### src/rtl/alu_mem_stage.sv
// alu_mem_stage: execute / memory / write-back slice of the single-cycle
// 32-bit datapath. Picks the ALU B operand, computes the ALU result and the
// zero flag, accesses a 64-word data memory addressed by the ALU result, and
// selects the write-back value.
module alu_mem_stage (
    input  logic        clk,
    input  logic        reset,
    input  logic [3:0]  ALUcontrol,
    input  logic        ALUSrc,
    input  logic        MemRead,
    input  logic        MemWrite,
    input  logic        MemtoReg,
    input  logic [31:0] ReadData1,
    input  logic [31:0] ReadData2,
    input  logic [31:0] imm,
    output logic [31:0] ALU_result,
    output logic        is0,
    output logic [31:0] ReadDataMem,
    output logic [31:0] out_MemtoReg
);

    typedef enum logic [3:0] {
        OP_AND  = 4'b0000,
        OP_OR   = 4'b0001,
        OP_XOR  = 4'b0010,
        OP_NOR  = 4'b0011,
        OP_ADD  = 4'b0101,
        OP_SUB  = 4'b0110,
        OP_SLT  = 4'b0111,
        OP_SLTU = 4'b1000,
        OP_SLL  = 4'b1001,
        OP_SRL  = 4'b1010,
        OP_SRA  = 4'b1011
    } alu_op_e;

    logic [31:0] operand_b;
    logic [4:0]  shift_amount;
    logic [5:0]  mem_addr;
    logic [31:0] mem [0:63];

    // B operand: the immediate replaces the register operand when ALUSrc = 1.
    assign operand_b    = ALUSrc ? imm : ReadData2;
    assign shift_amount = operand_b[4:0];

    // ALU: undefined operation codes produce 0 so the zero flag reads 1.
    always_comb begin
        ALU_result = 32'h0;
        case (alu_op_e'(ALUcontrol))
            OP_AND:  ALU_result = ReadData1 & operand_b;
            OP_OR:   ALU_result = ReadData1 | operand_b;
            OP_XOR:  ALU_result = ReadData1 ^ operand_b;
            OP_NOR:  ALU_result = ~(ReadData1 | operand_b);
            OP_ADD:  ALU_result = ReadData1 + operand_b;
            OP_SUB:  ALU_result = ReadData1 - operand_b;
            OP_SLT:  ALU_result = {31'h0, $signed(ReadData1) < $signed(operand_b)};
            OP_SLTU: ALU_result = {31'h0, ReadData1 < operand_b};
            OP_SLL:  ALU_result = ReadData1 << shift_amount;
            OP_SRL:  ALU_result = ReadData1 >> shift_amount;
            OP_SRA:  ALU_result = 32'($signed(ReadData1) >>> shift_amount);
            default: ALU_result = 32'h0;
        endcase
    end

    assign is0 = (ALU_result == 32'h0);

    // Only the low six bits address the memory, so addresses wrap modulo 64.
    assign mem_addr = ALU_result[5:0];

    // Data memory: reset clears every word at once and blocks writes while
    // held; the store data is always ReadData2, never the muxed B operand.
    always_ff @(posedge clk or posedge reset) begin
        if (reset) begin
            for (int i = 0; i < 64; i++) begin
                mem[i] <= 32'h0;
            end
        end else if (MemWrite) begin
            mem[mem_addr] <= ReadData2;
        end
    end

    // Read data is gated to zero unless MemRead is asserted.
    assign ReadDataMem = MemRead ? mem[mem_addr] : 32'h0;

    // Write-back select: 1 picks the ALU result, 0 picks memory data.
    assign out_MemtoReg = MemtoReg ? ALU_result : ReadDataMem;

endmodule

### config.mk
export PLATFORM = sky130hd
export DESIGN_NAME = alu_mem_stage
export DESIGN_NICKNAME = d
export VERILOG_FILES = /design/src/rtl/alu_mem_stage.sv
export SDC_FILE = /design/constraint.sdc
export NUM_CORES = 2
export LEC_CHECK = 0
export BUFFER_PORTS_ARGS = -buffer_cell sky130_fd_sc_hd__buf_2
export CAP_MARGIN = 25
export CELL_PAD_IN_SITES_DETAIL_PLACEMENT = 1
export CELL_PAD_IN_SITES_GLOBAL_PLACEMENT = 2
export CORE_ASPECT_RATIO = 0.5
export CORE_MARGIN = 4
export CORE_UTILIZATION = 43
export CTS_CLUSTER_SIZE = 10
export DETAILED_ROUTE_END_ITERATION = 16
export MAX_ROUTING_LAYER = met4
export PLACE_DENSITY_LB_ADDON = 0.1
export SLEW_MARGIN = 10
export SYNTH_ARGS = -nofsm -noshare
export SYNTH_HDL_FRONTEND = slang
export SYNTH_SLANG_ARGS = --single-unit
export TNS_END_PERCENT = 20
### constraint.sdc
create_clock -name clk -period 62.9 [get_ports clk]
set_input_delay 0 -clock clk [delete_from_list [all_inputs] [get_ports clk]]
set_output_delay 0 -clock clk [all_outputs]
set_load 0.03 [all_outputs]
==> impl_summary.txt <==
----------------------------------------------------
[Routing]
  Number of iterations in the first detailed-routing pass ... 5
  Mean routed wirelength per cell ... 39.7 µm
  DR vias/cell ... 6.77
  DR WL met3 ... 47.1 mm
  Top metal layer carrying routed signals ... met4
  Count of nets left with antenna violations after detail routing ... 0
  DR vias ... 83600
  Violation count after the first detailed-routing iteration ... 9819
  Total routed wire length on the met1 layer ... 214 mm
  DRC viols ... 0
  Overall routed net length ... 490 mm
  Met2 wire length ... 209 mm

[Clock network]
  Master cell of the clock root buffer ... sky130_fd_sc_hd__clkbuf_16
  Worst-skew pair later-pin latency ... 860 ps
  Clk buf depth ... 4
  Buffer count from post-CTS setup fixing ... 0
  TritonCTS Sinks ... 2048
  TritonCTS clock tree ... yes
  Hold bufs inserted after CTS ... 24
  TritonCTS Buffers ... 231
  Reg clk slew, reported paths ... 60 ps
  Resized Gates After CTS ... 0
  Number of H-tree branching levels ... 4

[Layout]
  Post-layout utilization of the core ... 47.7%
  Layout Area Growth over Synthesis ... 10.2%
  Design area ... 116000 µm²
  Layout cell share with drive strength beyond 1 ... 33.6%
  Most common cell after layout, fill and taps aside ... sky130_fd_sc_hd__mux2_2
  Registers with the highest flip-flop counts ... mem: 2048 flops
  Fill cell count ... 25300
  Number of nets at the end of the flow ... 9251
  Register name with the most flops ... mem
  Commonest cells after routing, fill and taps aside ... sky130_fd_sc_hd__mux2_2, sky130_fd_sc_hd__dfrtp_1, sky130_fd_sc_hd__nand2_1, sky130_fd_sc_hd__a211oi_1, sky130_fd_sc_hd__and3_1
  Flip-flop count of the largest register, all copies and words added ... 2048

[Pwr]
  Combinational power share ... 28.4%
  VDD IR-drop max ... 0.0243 mV
  Proportion of power drawn by the clock network ... 28.2%
  Internal cell power ... 0.00283 W
  Leakage power summed over all cells ... 53.8 nW
  Pwr Density ... 36.6 nW/µm²
  Sequential cell fraction of total power ... 43.4%
  Switching part of the total power ... 33.6%
  Switching power of the nets ... 0.00143 W

[Floorplanning]
  Core region area ... 244000 µm²
  Top-level I/O count ... 203
  Full die area ... 254000 µm²
  Die span in y ... 358 µm
  Effective utilization at floorplan ... 43.3%
  Die boundary width ... 709 µm
  Number of placement rows ... 128

[Global route]
  Antenna violations before repair ... 44
  Overflow left after global routing ... 0
  Vias in the first global route ... 83100
  Largest net degree at the start of global routing ... 163
  Wire length of the first global-routing pass ... 680 mm
  Total Routing Usage GR ... 39.0%

[Worst setup path]
  Critical Path Fanout Max ... 66
  Delay-heaviest family, CP ... buffers and inverters
  Buffering stage count on the worst path with inverters included ... 10
  Slowest stage delay, CP ... 1030 ps
  Critical Path AT ... 9800 ps
  Critical Path Sink Type ... primary output
  Most used cell along the critical path ... sky130_fd_sc_hd__buf_4
  Required @ worst endpoint ... 62900 ps
  Slowest CP cell ... sky130_fd_sc_hd__nor4_4
  Critical path, cell by cell ... dlygate4sd3_1 -> buf_2 -> buf_4 -> mux2i_4 -> buf_4 -> buf_4 -> ha_1 -> nor3_1 -> o31ai_1 -> a311oi_1 -> a211oi_1 -> buf_4 -> o21ai_0 -> o21a_4 -> buf_4 -> buf_4 -> buf_4 -> and3_1 -> a211oi_1 -> o41ai_1 -> nand4_1 -> nor4_4 -> mux2_2 -> buf_2
  Kind of start point of the critical path ... input port
  Path type of the worst setup path ... input port to primary output

[Synthesis]
  Post-Syn Area per Cell ... 11.5 µm²
  Cell variety after synth ... 103
  Most instantiated flip-flop cell in the synthesis netlist ... sky130_fd_sc_hd__dfrtp_1
  Count of flip-flops with a built-in enable after synthesis ... 0
  Synthesized netlist net count ... 9413
  Syn Std Cell Area ... 106000 µm²
  Post-synthesis sequential element count ... 2048
  Count of yosys warnings during synthesis ... 0
  Mapped Cells ... 9208
  Share of the yosys chip area belonging to registers ... 48.5%
  Synth async-reset ratio ... 100%

[STA]
  Time the worst path needs with I/O delays and setup ... 9800 ps
  Maximum achievable frequency ... 102 MHz
  Actual transition at the worst max-transition pin ... 1220 ps
  Final hold violations ... 0
  Final setup violating endpoints ... 0
  Final-layout setup total negative slack ... 0 ps
  Share of the clock period used by the worst path ... 15.6%
  Layout Skew ... 0 ps
  Relative slew slack ... 18.1%
  Unrepaired setup endpoints after global routing ... no
  Fin. max-slew vios ... 0

[Run]
  Max-cap violation count ... 0

[Placement]
  Port bufs ... 202
  Area post-placement ... 110000 µm²
  Estimated wirelength of the detail-placed design ... 301 mm
  Global placer's final weighted congestion ... 0.930

[Hold path]
  Tightest Hold Check Type ... input port to flip-flop

[Status]
  Run status ... finished, final reports clean

----------------------------------------------------
## final cells by class
| cell class | count | area [µm²] | share of cell area, % |
|---|---|---|---|
| Antenna cell | 33 | 82.6 | 0.0710 |
| Clock buffer | 246 | 5960 | 5.13 |
| Clock inverter | 2 | 25.0 | 0.0215 |
| Inverter | 125 | 515 | 0.443 |
| Multi-Input combinational cell | 6087 | 50300 | 43.3 |
| Sequential cell | 2048 | 51200 | 44.1 |
| Tap cell | 3250 | 4070 | 3.50 |
| Timing Repair Buffer | 553 | 4120 | 3.54 |
## per-layer routing
metal	GRT usage, %	up-vias
li1	-	33300
met1	53.8	45400
met2	55.9	4004
met3	9.44	942
met4	13.8	0
met5	-	-
## worst register-to-register path: stages (launching register included)
cell,delay [ps]
sky130_fd_sc_hd__dfrtp_1,370
sky130_fd_sc_hd__mux2_2,260
sky130_fd_sc_hd__dlygate4sd3_1,550
## metrics by stage
step	instances	setup slack (ps)	hold slack, ps	power, W
floorplan	9208	5050	176	0.00263
finish	12300	53100	79.0	0.00426
CTS	12300	53420	7.36	0.00424
detailed placement	12000	53980	185	0.00304
global route	12300	53100	63.0	0.00443
global placement	12000	53730	184	0.00300
## cell usage after synthesis, drive strengths merged (54+ instances only)
cell	number	area, µm²
a211oi	386	2900
a21oi	198	991
a311oi	68	613
a31oi	96	601
a32o	55	551
and3	359	2250
buf	512	2650
clkbuf	436	1640
dfrtp	2048	51200
ha	97	1210
inv	124	473
mux2	2074	23400
mux2i	260	2640
mux4	54	1220
nand2	895	3370
nand3	222	1110
nor2	252	967
nor3	68	373
o21ai	194	978
o22ai	109	682
## worst paths after layout
path | start | endpoint | slack, ps | cells after the start
min | ReadData2[26] | mem[666] | 80 | 3
max reg2reg | mem[787] | mem[787] | 61610 | 2
max in group asynchronous | reset | mem[1350] | 57710 | 9
min reg2reg | mem[1533] | mem[1533] | 500 | 1
max | ReadData2[2] | out_MemtoReg[22] | 53100 | 24
min in group asynchronous | reset | mem[591] | 410 | 4
## power by group through the flow
stage	registers (W)	logic [W]	clock network (W)
floorplan	0.00183	0.000797	0
global placement	0.00185	0.00116	0
detailed placement	0.00186	0.00118	0
CTS	0.00184	0.00119	0.00121
global route	0.00189	0.00127	0.00127
finish	0.00185	0.00121	0.00120
## logic make-up (layout without fill, tap and decap cells)
| family | Yosys count | count (layout) | synth area share (%) |
|---|---|---|---|
| adder cells (fa/ha/maj) | 99 | 99 | 1.19 |
| flip-flops | 2048 | 2048 | 48.5 |
| AND/OR/NAND/NOR | 1986 | 1986 | 8.90 |
| multiplexers | 2388 | 2388 | 25.8 |
| other | 0 | 33 | 0 |
| AO/OA/AOI/OAI | 1569 | 1569 | 10.7 |
| buffers and inverters | 1073 | 926 | 4.51 |
| XOR/XNOR | 45 | 45 | 0.373 |
No activity file was read; power rests on OpenSTA's default activity.
